--- src/rtl/mem_arbiter.sv ---
`default_nettype none
// ============================================================================
// Module   : mem_arbiter
// Purpose  : Two-requester round-robin arbiter and sequencer in front of a
//            shared data memory. One transaction is outstanding at a time.
//            The accepted request is turned into a single-cycle memory
//            strobe. Read data returns after a fixed latency. Each
//            transaction ends with a one-cycle response pulse to the
//            requester that owns it.
// Revision : 1.0 - initial release
// ----------------------------------------------------------------------------
// Parameters
//   WIDTH          address / data width
//   LAT            memory read latency, mem_ren cycle to rdata-valid cycle
//                  (legal range 1..7)
// Ports
//   clk            clock, all state changes on the rising edge
//   rst            synchronous active-low reset
//   reqN_valid_i   requester N has a request (N = 0 fetch, 1 load/store)
//   reqN_ready_o   requester N is accepted this cycle (combinational)
//   reqN_wen_i     1 = write, 0 = read
//   reqN_addr_i    byte address, passed through unchanged
//   reqN_wdata_i   write data
//   respN_valid_o  one-cycle completion pulse to the owning requester
//   resp_rdata_o   read data shared by both requesters
//   mem_ren_o      memory read strobe (one cycle)
//   mem_wen_o      memory write strobe (one cycle)
//   mem_addr_o     memory address, qualified by the strobes
//   mem_wdata_o    memory write data, qualified by mem_wen_o
//   mem_rdata_i    memory read data, valid LAT cycles after mem_ren_o
// ============================================================================
module mem_arbiter #(
    parameter int WIDTH = 32,
    parameter int LAT   = 1
) (
    input  logic             clk,
    input  logic             rst,

    input  logic             req0_valid_i,
    output logic             req0_ready_o,
    input  logic             req0_wen_i,
    input  logic [WIDTH-1:0] req0_addr_i,
    input  logic [WIDTH-1:0] req0_wdata_i,

    input  logic             req1_valid_i,
    output logic             req1_ready_o,
    input  logic             req1_wen_i,
    input  logic [WIDTH-1:0] req1_addr_i,
    input  logic [WIDTH-1:0] req1_wdata_i,

    output logic             resp0_valid_o,
    output logic             resp1_valid_o,
    output logic [WIDTH-1:0] resp_rdata_o,

    output logic             mem_ren_o,
    output logic             mem_wen_o,
    output logic [WIDTH-1:0] mem_addr_o,
    output logic [WIDTH-1:0] mem_wdata_o,
    input  logic [WIDTH-1:0] mem_rdata_i
);

    // The WAIT counter starts at LAT-1. It reaches zero in the cycle
    // in which the memory presents its read data.
    localparam logic [2:0] c_lat_m1 = 3'(LAT - 1);

    typedef enum logic [1:0] {
        S_IDLE  = 2'd0,
        S_ISSUE = 2'd1,
        S_WAIT  = 2'd2,
        S_RESP  = 2'd3
    } state_t;

    state_t           state_q;
    logic             ptr_q;        // last-grant pointer
    logic             owner_q;      // requester owning the in-flight transaction
    logic             wen_q;        // in-flight transaction is a write
    logic [2:0]       cnt_q;        // read latency countdown
    logic             rdy_en_q;     // set one cycle after reset is released
    logic             resp0_q;
    logic             resp1_q;
    logic [WIDTH-1:0] rdata_q;
    logic             ren_q;
    logic             wstrb_q;
    logic [WIDTH-1:0] addr_q;
    logic [WIDTH-1:0] wdata_q;

    logic             w_idle;
    logic             w_grant;
    logic             w_hs;
    logic             w_sel_wen;
    logic [WIDTH-1:0] w_sel_addr;
    logic [WIDTH-1:0] w_sel_wdata;

    // ------------------------------------------------------------------
    // Arbitration and ready generation.
    // ready is also gated by rst. A cycle that is being reset can then
    // never look like a handshake to a requester.
    // ------------------------------------------------------------------
    always_comb begin
        w_idle = rst && rdy_en_q && (state_q == S_IDLE);

        // If both requesters are valid, the one not granted last time wins.
        if (req0_valid_i && req1_valid_i) begin
            w_grant = ~ptr_q;
        end else begin
            w_grant = req1_valid_i;
        end

        req0_ready_o = w_idle && req0_valid_i && !w_grant;
        req1_ready_o = w_idle && req1_valid_i &&  w_grant;
        w_hs         = req0_ready_o || req1_ready_o;

        w_sel_wen    = w_grant ? req1_wen_i   : req0_wen_i;
        w_sel_addr   = w_grant ? req1_addr_i  : req0_addr_i;
        w_sel_wdata  = w_grant ? req1_wdata_i : req0_wdata_i;
    end

    // ------------------------------------------------------------------
    // Sequencer. The strobes and the response pulse default low each
    // cycle, so each is a single-cycle pulse. The memory address and data
    // registers are loaded at handshake time. The strobe is therefore
    // already registered in the ISSUE cycle.
    // ------------------------------------------------------------------
    always_ff @(posedge clk) begin
        if (!rst) begin
            state_q  <= S_IDLE;
            ptr_q    <= 1'b1;
            owner_q  <= 1'b0;
            wen_q    <= 1'b0;
            cnt_q    <= 3'd0;
            rdy_en_q <= 1'b0;
            resp0_q  <= 1'b0;
            resp1_q  <= 1'b0;
            rdata_q  <= '0;
            ren_q    <= 1'b0;
            wstrb_q  <= 1'b0;
            addr_q   <= '0;
            wdata_q  <= '0;
        end else begin
            rdy_en_q <= 1'b1;
            resp0_q  <= 1'b0;
            resp1_q  <= 1'b0;
            ren_q    <= 1'b0;
            wstrb_q  <= 1'b0;

            case (state_q)
                S_IDLE: begin
                    if (w_hs) begin
                        owner_q <= w_grant;
                        ptr_q   <= w_grant;
                        wen_q   <= w_sel_wen;
                        addr_q  <= w_sel_addr;
                        wdata_q <= w_sel_wdata;
                        ren_q   <= !w_sel_wen;
                        wstrb_q <= w_sel_wen;
                        state_q <= S_ISSUE;
                    end
                end

                S_ISSUE: begin
                    if (wen_q) begin
                        // A write completes as soon as its strobe is issued.
                        resp0_q <= !owner_q;
                        resp1_q <=  owner_q;
                        state_q <= S_RESP;
                    end else begin
                        cnt_q   <= c_lat_m1;
                        state_q <= S_WAIT;
                    end
                end

                S_WAIT: begin
                    if (cnt_q == 3'd0) begin
                        rdata_q <= mem_rdata_i;
                        resp0_q <= !owner_q;
                        resp1_q <=  owner_q;
                        state_q <= S_RESP;
                    end else begin
                        cnt_q <= cnt_q - 3'd1;
                    end
                end

                S_RESP: begin
                    state_q <= S_IDLE;
                end

                default: begin
                    state_q <= S_IDLE;
                end
            endcase
        end
    end

    assign resp0_valid_o = resp0_q;
    assign resp1_valid_o = resp1_q;
    assign resp_rdata_o  = rdata_q;
    assign mem_ren_o     = ren_q;
    assign mem_wen_o     = wstrb_q;
    assign mem_addr_o    = addr_q;
    assign mem_wdata_o   = wdata_q;

endmodule
`default_nettype wire
--- config.mk ---
export PLATFORM = sky130hd
export DESIGN_NAME = mem_arbiter
export DESIGN_NICKNAME = d
export VERILOG_FILES = /design/src/rtl/mem_arbiter.sv
export SDC_FILE = /design/constraint.sdc
export NUM_CORES = 1
export LEC_CHECK = 0
export CORE_MARGIN = 2
export CORE_UTILIZATION = 35
export DETAILED_ROUTE_END_ITERATION = 10
export GPL_ROUTABILITY_DRIVEN = 0
export GPL_TIMING_DRIVEN = 1
export PLACE_DENSITY = 0.75
export SLEW_MARGIN = 20
export SYNTH_ARGS = -nofsm -noshare
export SYNTH_HDL_FRONTEND = slang
export SYNTH_SLANG_ARGS = --single-unit
--- constraint.sdc ---
create_clock -name clk -period 1.92 [get_ports clk]
set_input_delay 0.576 -clock clk [delete_from_list [all_inputs] [get_ports clk]]
set_output_delay 0.576 -clock clk [all_outputs]
set_load 0.005 [all_outputs]
==> results.cfg, run 1 <==
[route]
drc = 0
routed_wl_um = 15200
viasPerCell = 4.97
ant_nets = 0
vias = 4949
drtIter0Drc = 212
dr.pass1.iters = 4
wl_per_cell_um = 15.3

[clocking]
clk_pin_slew_ps = 70
cts-hold-fix-buffers = 0
cts_tree = built
cts_htree_levels = 3
ctsLongestPathBuffers = 2
numCtsBuffers = 9
clock_latency_ps = 340
root_buffer = clkbuf_16
cts.sinks = 109

[run_status]
status = complete, no violations

[synth]
syn_nets = 742
ys_seq_area_share_pct = 47.8
syn-cell-area_sq_um = 4570
syn_inst = 571
synth_top_flop_cell = dfxtp_1
synth_seq_cells = 109
ys_warn_count = 0
ys_types = 41
synth_edf_count = 0
avgSynthCellArea_sq_um = 8.00
async_reset_ff_share_pct = 0

[global_route]
grt_pass1_wl_um = 24100
grt_usage_pct = 21.0
grt_max_degree = 78
antenna_found_initial = 0
grt_overflow = 0
first_global_vias = 4990

[placement]
dp.cells = 978
hpwl_um = 10800
numPortBuffers = 267
post_dp_cell_area_sq_um = 7360

[setup_path]
required_ps = 1340
endpoint_kind = output port
slowest_stage = dfxtp_2
timing_worst_setup_path_type = reg -> out
worstPathCellList = inv_2, ha_4, nand4_1, nor2_2, buf_2
cp_slowest_stage_delay_ps = 330
critPathLaunchType = register
cp_data_arrival_time_ps = 1260
cp_max_fo = 4

[layout]
area_growth_pct = 67.8
diodes = 0
nets = 990
instances_no_fill = 996
fin_area_sq_um = 7670
drive_above_1_share_pct = 6.55

[sta]
rsz0062_at_grt = no
post-route-period-util_pct = 95.8
maxSlewViolCount = 0
finalClockSkew_ps = 5.22
relSlewSlack_pct = 52.2
hold_violations = 0
timing.hold.ws_ps = 457
clock.fmax_mhz = 544
worst_pin_slew_ps = 717
finalCriticalPeriod_ps = 1840
setup_viol = 0
setup_tns_ps = 0

[power]
p_per_area_nw_per_um2 = 933
p_leak_nw = 2.93
peakVddDrop_uv = 405
total_power_mw = 7.15

[worst_hold_path]
hp-class = reg -> reg

[job]
drv_cap = 0

[floorplanning]
fp.dieH_um = 118
ioPinCount = 268
start_util_pct = 36.1
core_area_sq_um = 12700
die_area_sq_um = 14000
fp.dieW_um = 118
fp-row-count = 41
## cells in the mapped netlist (3+ instances only)
master	instances	share of area [%]
ha_1	5	1.4
a21oi_1	128	14
clkbuf_1	14	1.2
dfxtp_1	109	48
nor2_1	5	0.41
buf_2	17	1.9
a211oi_1	3	0.49
nand4_1	3	0.41
a21boi_0	30	4.9
o21ai_0	49	5.4
o21ai_1	16	1.8
buf_4	13	2.1
nand2_1	134	11
inv_1	5	0.41
mux2i_1	3	0.66
nand3_1	5	0.55
buf_6	3	0.74
## critical path, delay by kind of cell (launching register included)
family                     cells  cell delay [ps]
DFF                            1              330
buffers and inverters          2              210
adders and majority gates      1              160
and+or+nand+nor                2              230
## worst paths after layout
path,start,endpoint,slack (ps),depth (start not counted)
worst min-delay path,resp_rdata_o[7],resp_rdata_o[7],460,2
worst max register to register,ptr_q,wen_q,170,4
worst min register to register,resp_rdata_o[7],resp_rdata_o[7],460,2
worst max-delay path,state_q[1],req0_ready_o,80,5
## where the power goes
part	total, mW	internal (mW)	switching [mW]	leakage [nW]
registers	2.83	2.63	0.201	0.890
logic	2.55	1.41	1.15	1.91
clock network	1.77	0.951	0.819	0.132
total	7.15	4.99	2.17	2.93
## sequential cells by signal, indices dropped and copies added (netlist names), 2 cells and up
signal	count
mem_addr_o	32
mem_wdata_o	32
resp_rdata_o	32
cnt_q	3
state_q	2
## cell families (layout without fill, tap and decap cells)
family	after synthesis	in the layout	share of synthesized area, %
compound gates	240	240	29.3
simple gates	159	159	14.3
flops	109	109	47.8
buf+inv	55	308	6.60
fa+ha+maj	5	5	1.37
mux	3	3	0.657
## cells in the final DEF (no fill, tap or decap), types with 3 or more instances in the layout
cell	netlist	routed
inv_1	5	3
nand3_1	5	4
nand2_1	134	134
nand4_1	3	3
buf_2	17	4
mux2i_1	3	3
o21ai_0	49	49
buf_12	0	3
buf_4	13	17
ha_1	5	4
nor2_1	5	3
a21oi_1	128	128
clkbuf_16	0	9
dfxtp_1	109	107
a211oi_1	3	3
a21boi_0	30	30
clkdlybuf4s50_1	0	262
o21ai_1	16	16
## layer usage
layer	wire length [um]	vias up	global-route usage (%)
met5	0	-	0
met4	341	0	8.13
met3	1260	24	6.76
met2	7530	190	37.6
met1	6070	2285	23.0
li1	-	2450	-
## stage by stage
stage / utilization, % / setup slack, ps
after floorplan: - / 91.1
after global placement: 58.1 / -619
after detailed placement: 58.1 / -618
after CTS: 60.4 / 3.04
after global routing: 60.5 / 1.84
final: 60.5 / 80.7
## final cells by class
cell class | instances | area, sq um
Clock buffer | 13 | 260
Fill cell | 1092 | 5000
Timing Repair Buffer | 287 | 2840
Sequential cell | 109 | 2180
Inverter | 5 | 18.8
Tap cell | 172 | 215
Clock inverter | 3 | 20.0
Multi-Input combinational cell | 407 | 2130
## repair_timing
item	4_1_cts	5_1_grt
setup endpoints to repair	30	3
pin swaps	1	2
buffers inserted	0	2
gates resized for setup	19	4
No activity file was read; power rests on OpenSTA's default activity.
==> inputs of run 2 (changes only) <==
SKIP_LAST_GASP = 1   (was not set)
==> run 2 against run 1 <==
Net effect:
- register-to-register slack about the same
- design area barely moved
- final cell count did not move
==> results.cfg, run 2 (same netlist as run 1, synthesis figures left out) <==
[floorplanning]
core_area_sq_um = 12700
start_util_pct = 36.1
fp-row-count = 41
fp.dieH_um = 118
ioPinCount = 268
fp.dieW_um = 118
die_area_sq_um = 14000

[global_route]
first_global_vias = 4983
grt_max_degree = 78
antenna_found_initial = 0
grt_usage_pct = 21.0
grt_pass1_wl_um = 24100
grt_overflow = 0

[power]
p_leak_nw = 2.93
p_per_area_nw_per_um2 = 932
sw_frac_of_total_pct = 30.3
comb_power_share_pct = 35.7
p_seq_share_pct = 39.5
p_int_mw = 4.99
switchingPower_mw = 2.16
peakVddDrop_uv = 404
pwr-share-clk_pct = 24.7

[sta]
finalCriticalPeriod_ps = 1840
rsz0062_at_grt = no
relSlewSlack_pct = 51.9
worst_pin_slew_ps = 722
setup_viol = 0
clock.fmax_mhz = 544
hold_violations = 0
setup_ws_ps = 80.8
finalClockSkew_ps = 4.90
post-route-period-util_pct = 95.8
maxSlewViolCount = 0

[route]
wl_per_cell_um = 15.3
drc = 0
routed_wl_um = 15200
drtIter0Drc = 203
ant_nets = 0
viasPerCell = 4.97
vias = 4946
dr.pass1.iters = 4

[clocking]
clock_latency_ps = 340
root_buffer = clkbuf_16
ctsLongestPathBuffers = 2
cts_htree_levels = 3
clk_pin_slew_ps = 70
cts.sinks = 109
cts_tree = built
numCtsBuffers = 9

[run_status]
status = complete, no violations

[setup_path]
path_buf_inv = 2
endpoint_kind = output port
cp.depth = 5
reg2reg_depth = 4
r2r_end = wen_q
r2r_slack_ps = 180
path_delay_family = flip-flops
required_ps = 1340
critPathLaunch = state_q[1]
slowest_stage = dfxtp_2
endpoint = req0_ready_o
timing_worst_setup_path_type = reg -> out
reg2reg_from = ptr_q
cp_slowest_stage_delay_ps = 330
critPathLaunchType = register
cp_data_arrival_time_ps = 1260
worstPathCellList = inv_2, ha_4, nand4_1, nor2_2, buf_2
cp_max_fo = 4

[layout]
final_cell_mix = clkdlybuf4s50_1, nand2_1, a21oi_1
area_growth_pct = 67.9
drive_above_1_share_pct = 6.55
layout_commonest_cell = clkdlybuf4s50_1
diodes = 0
nets = 990
final_util_pct = 60.6

[placement]
pre_cts_ws_ps = -618
numPortBuffers = 267
hpwl_um = 10800

[job]
drv_cap = 0

[worst_hold_path]
hp-class = reg -> reg
## run 2: cell types whose count changed in the layout (fill, tap and decap cells not counted), sizes merged
cell | before | now
buf | 24 | 23
clkdlybuf4s15 | 1 | 2
## run 2: through the flow
| step | TNS, ps | instance area [sq um] | instances | power (mW) | hold slack [ps] |
|---|---|---|---|---|---|
| 6_report | 0 | 7670 | 996 | 7.15 | 457 |
| 5_1_grt | 0 | 7670 | 996 | 7.57 | 477 |
| 4_1_cts | -40.1 | 7650 | 994 | 7.18 | 459 |
| 3_5_place_dp | -26520 | 7360 | 978 | 5.36 | 443 |
| 3_3_place_gp | -23840 | 7360 | 978 | 5.25 | 441 |
| 2_1_floorplan | 0 | 4570 | 571 | 4.02 | 416 |
## run 2: area by class of cell
cell class / instances / area, sq um
clock buffers: 13 / 260
repair buffers: 287 / 2850
flip-flops and latches: 109 / 2180
inverters: 5 / 18.8
fillers: 1093 / 5000
well taps: 172 / 215
multi-input cells: 407 / 2130
clock inverters: 3 / 20.0
## run 2: timing repair
item	in CTS	in global routing
setup endpoints to repair	30	3
endpoints found under the hold margin	0	0
gates resized for setup	16	6
hold buffers	0	0
buffers inserted	0	2
pin swaps	1	3
## run 2: how the worst min path moves through the flow
stage | startpoint | endpoint | slack, ps | cells after the start
4_1_cts | resp_rdata_o[7] | resp_rdata_o[7] | 460 | 2
3_5_place_dp | owner_q | resp1_valid_o | 440 | 2
6_report | resp_rdata_o[7] | resp_rdata_o[7] | 460 | 2
2_1_floorplan | owner_q | resp0_valid_o | 420 | 1
5_1_grt | resp_rdata_o[7] | resp_rdata_o[7] | 480 | 2
3_3_place_gp | resp_rdata_o[7] | resp_rdata_o[7] | 440 | 2
## run 2: worst min-delay path, cell delays in order, from the launching register on
cell and delay, ps:
dfxtp_1 310, nand2_1 50, a21boi_1 50
## run 2: per-layer routing
layer	routed length, um	global-route usage, %
met5	0	0
met4	325	7.91
met3	1280	6.71
met2	7500	37.7
met1	6090	23.0
## run 2: power by group through the flow
stage / clock network, mW / logic, mW / registers (mW)
finish: 1.77 / 2.55 / 2.83
global route: 1.91 / 2.80 / 2.87
CTS: 1.82 / 2.54 / 2.82
detailed placement: 0 / 2.50 / 2.86
global placement: 0 / 2.41 / 2.84
floorplan: 0 / 1.15 / 2.87
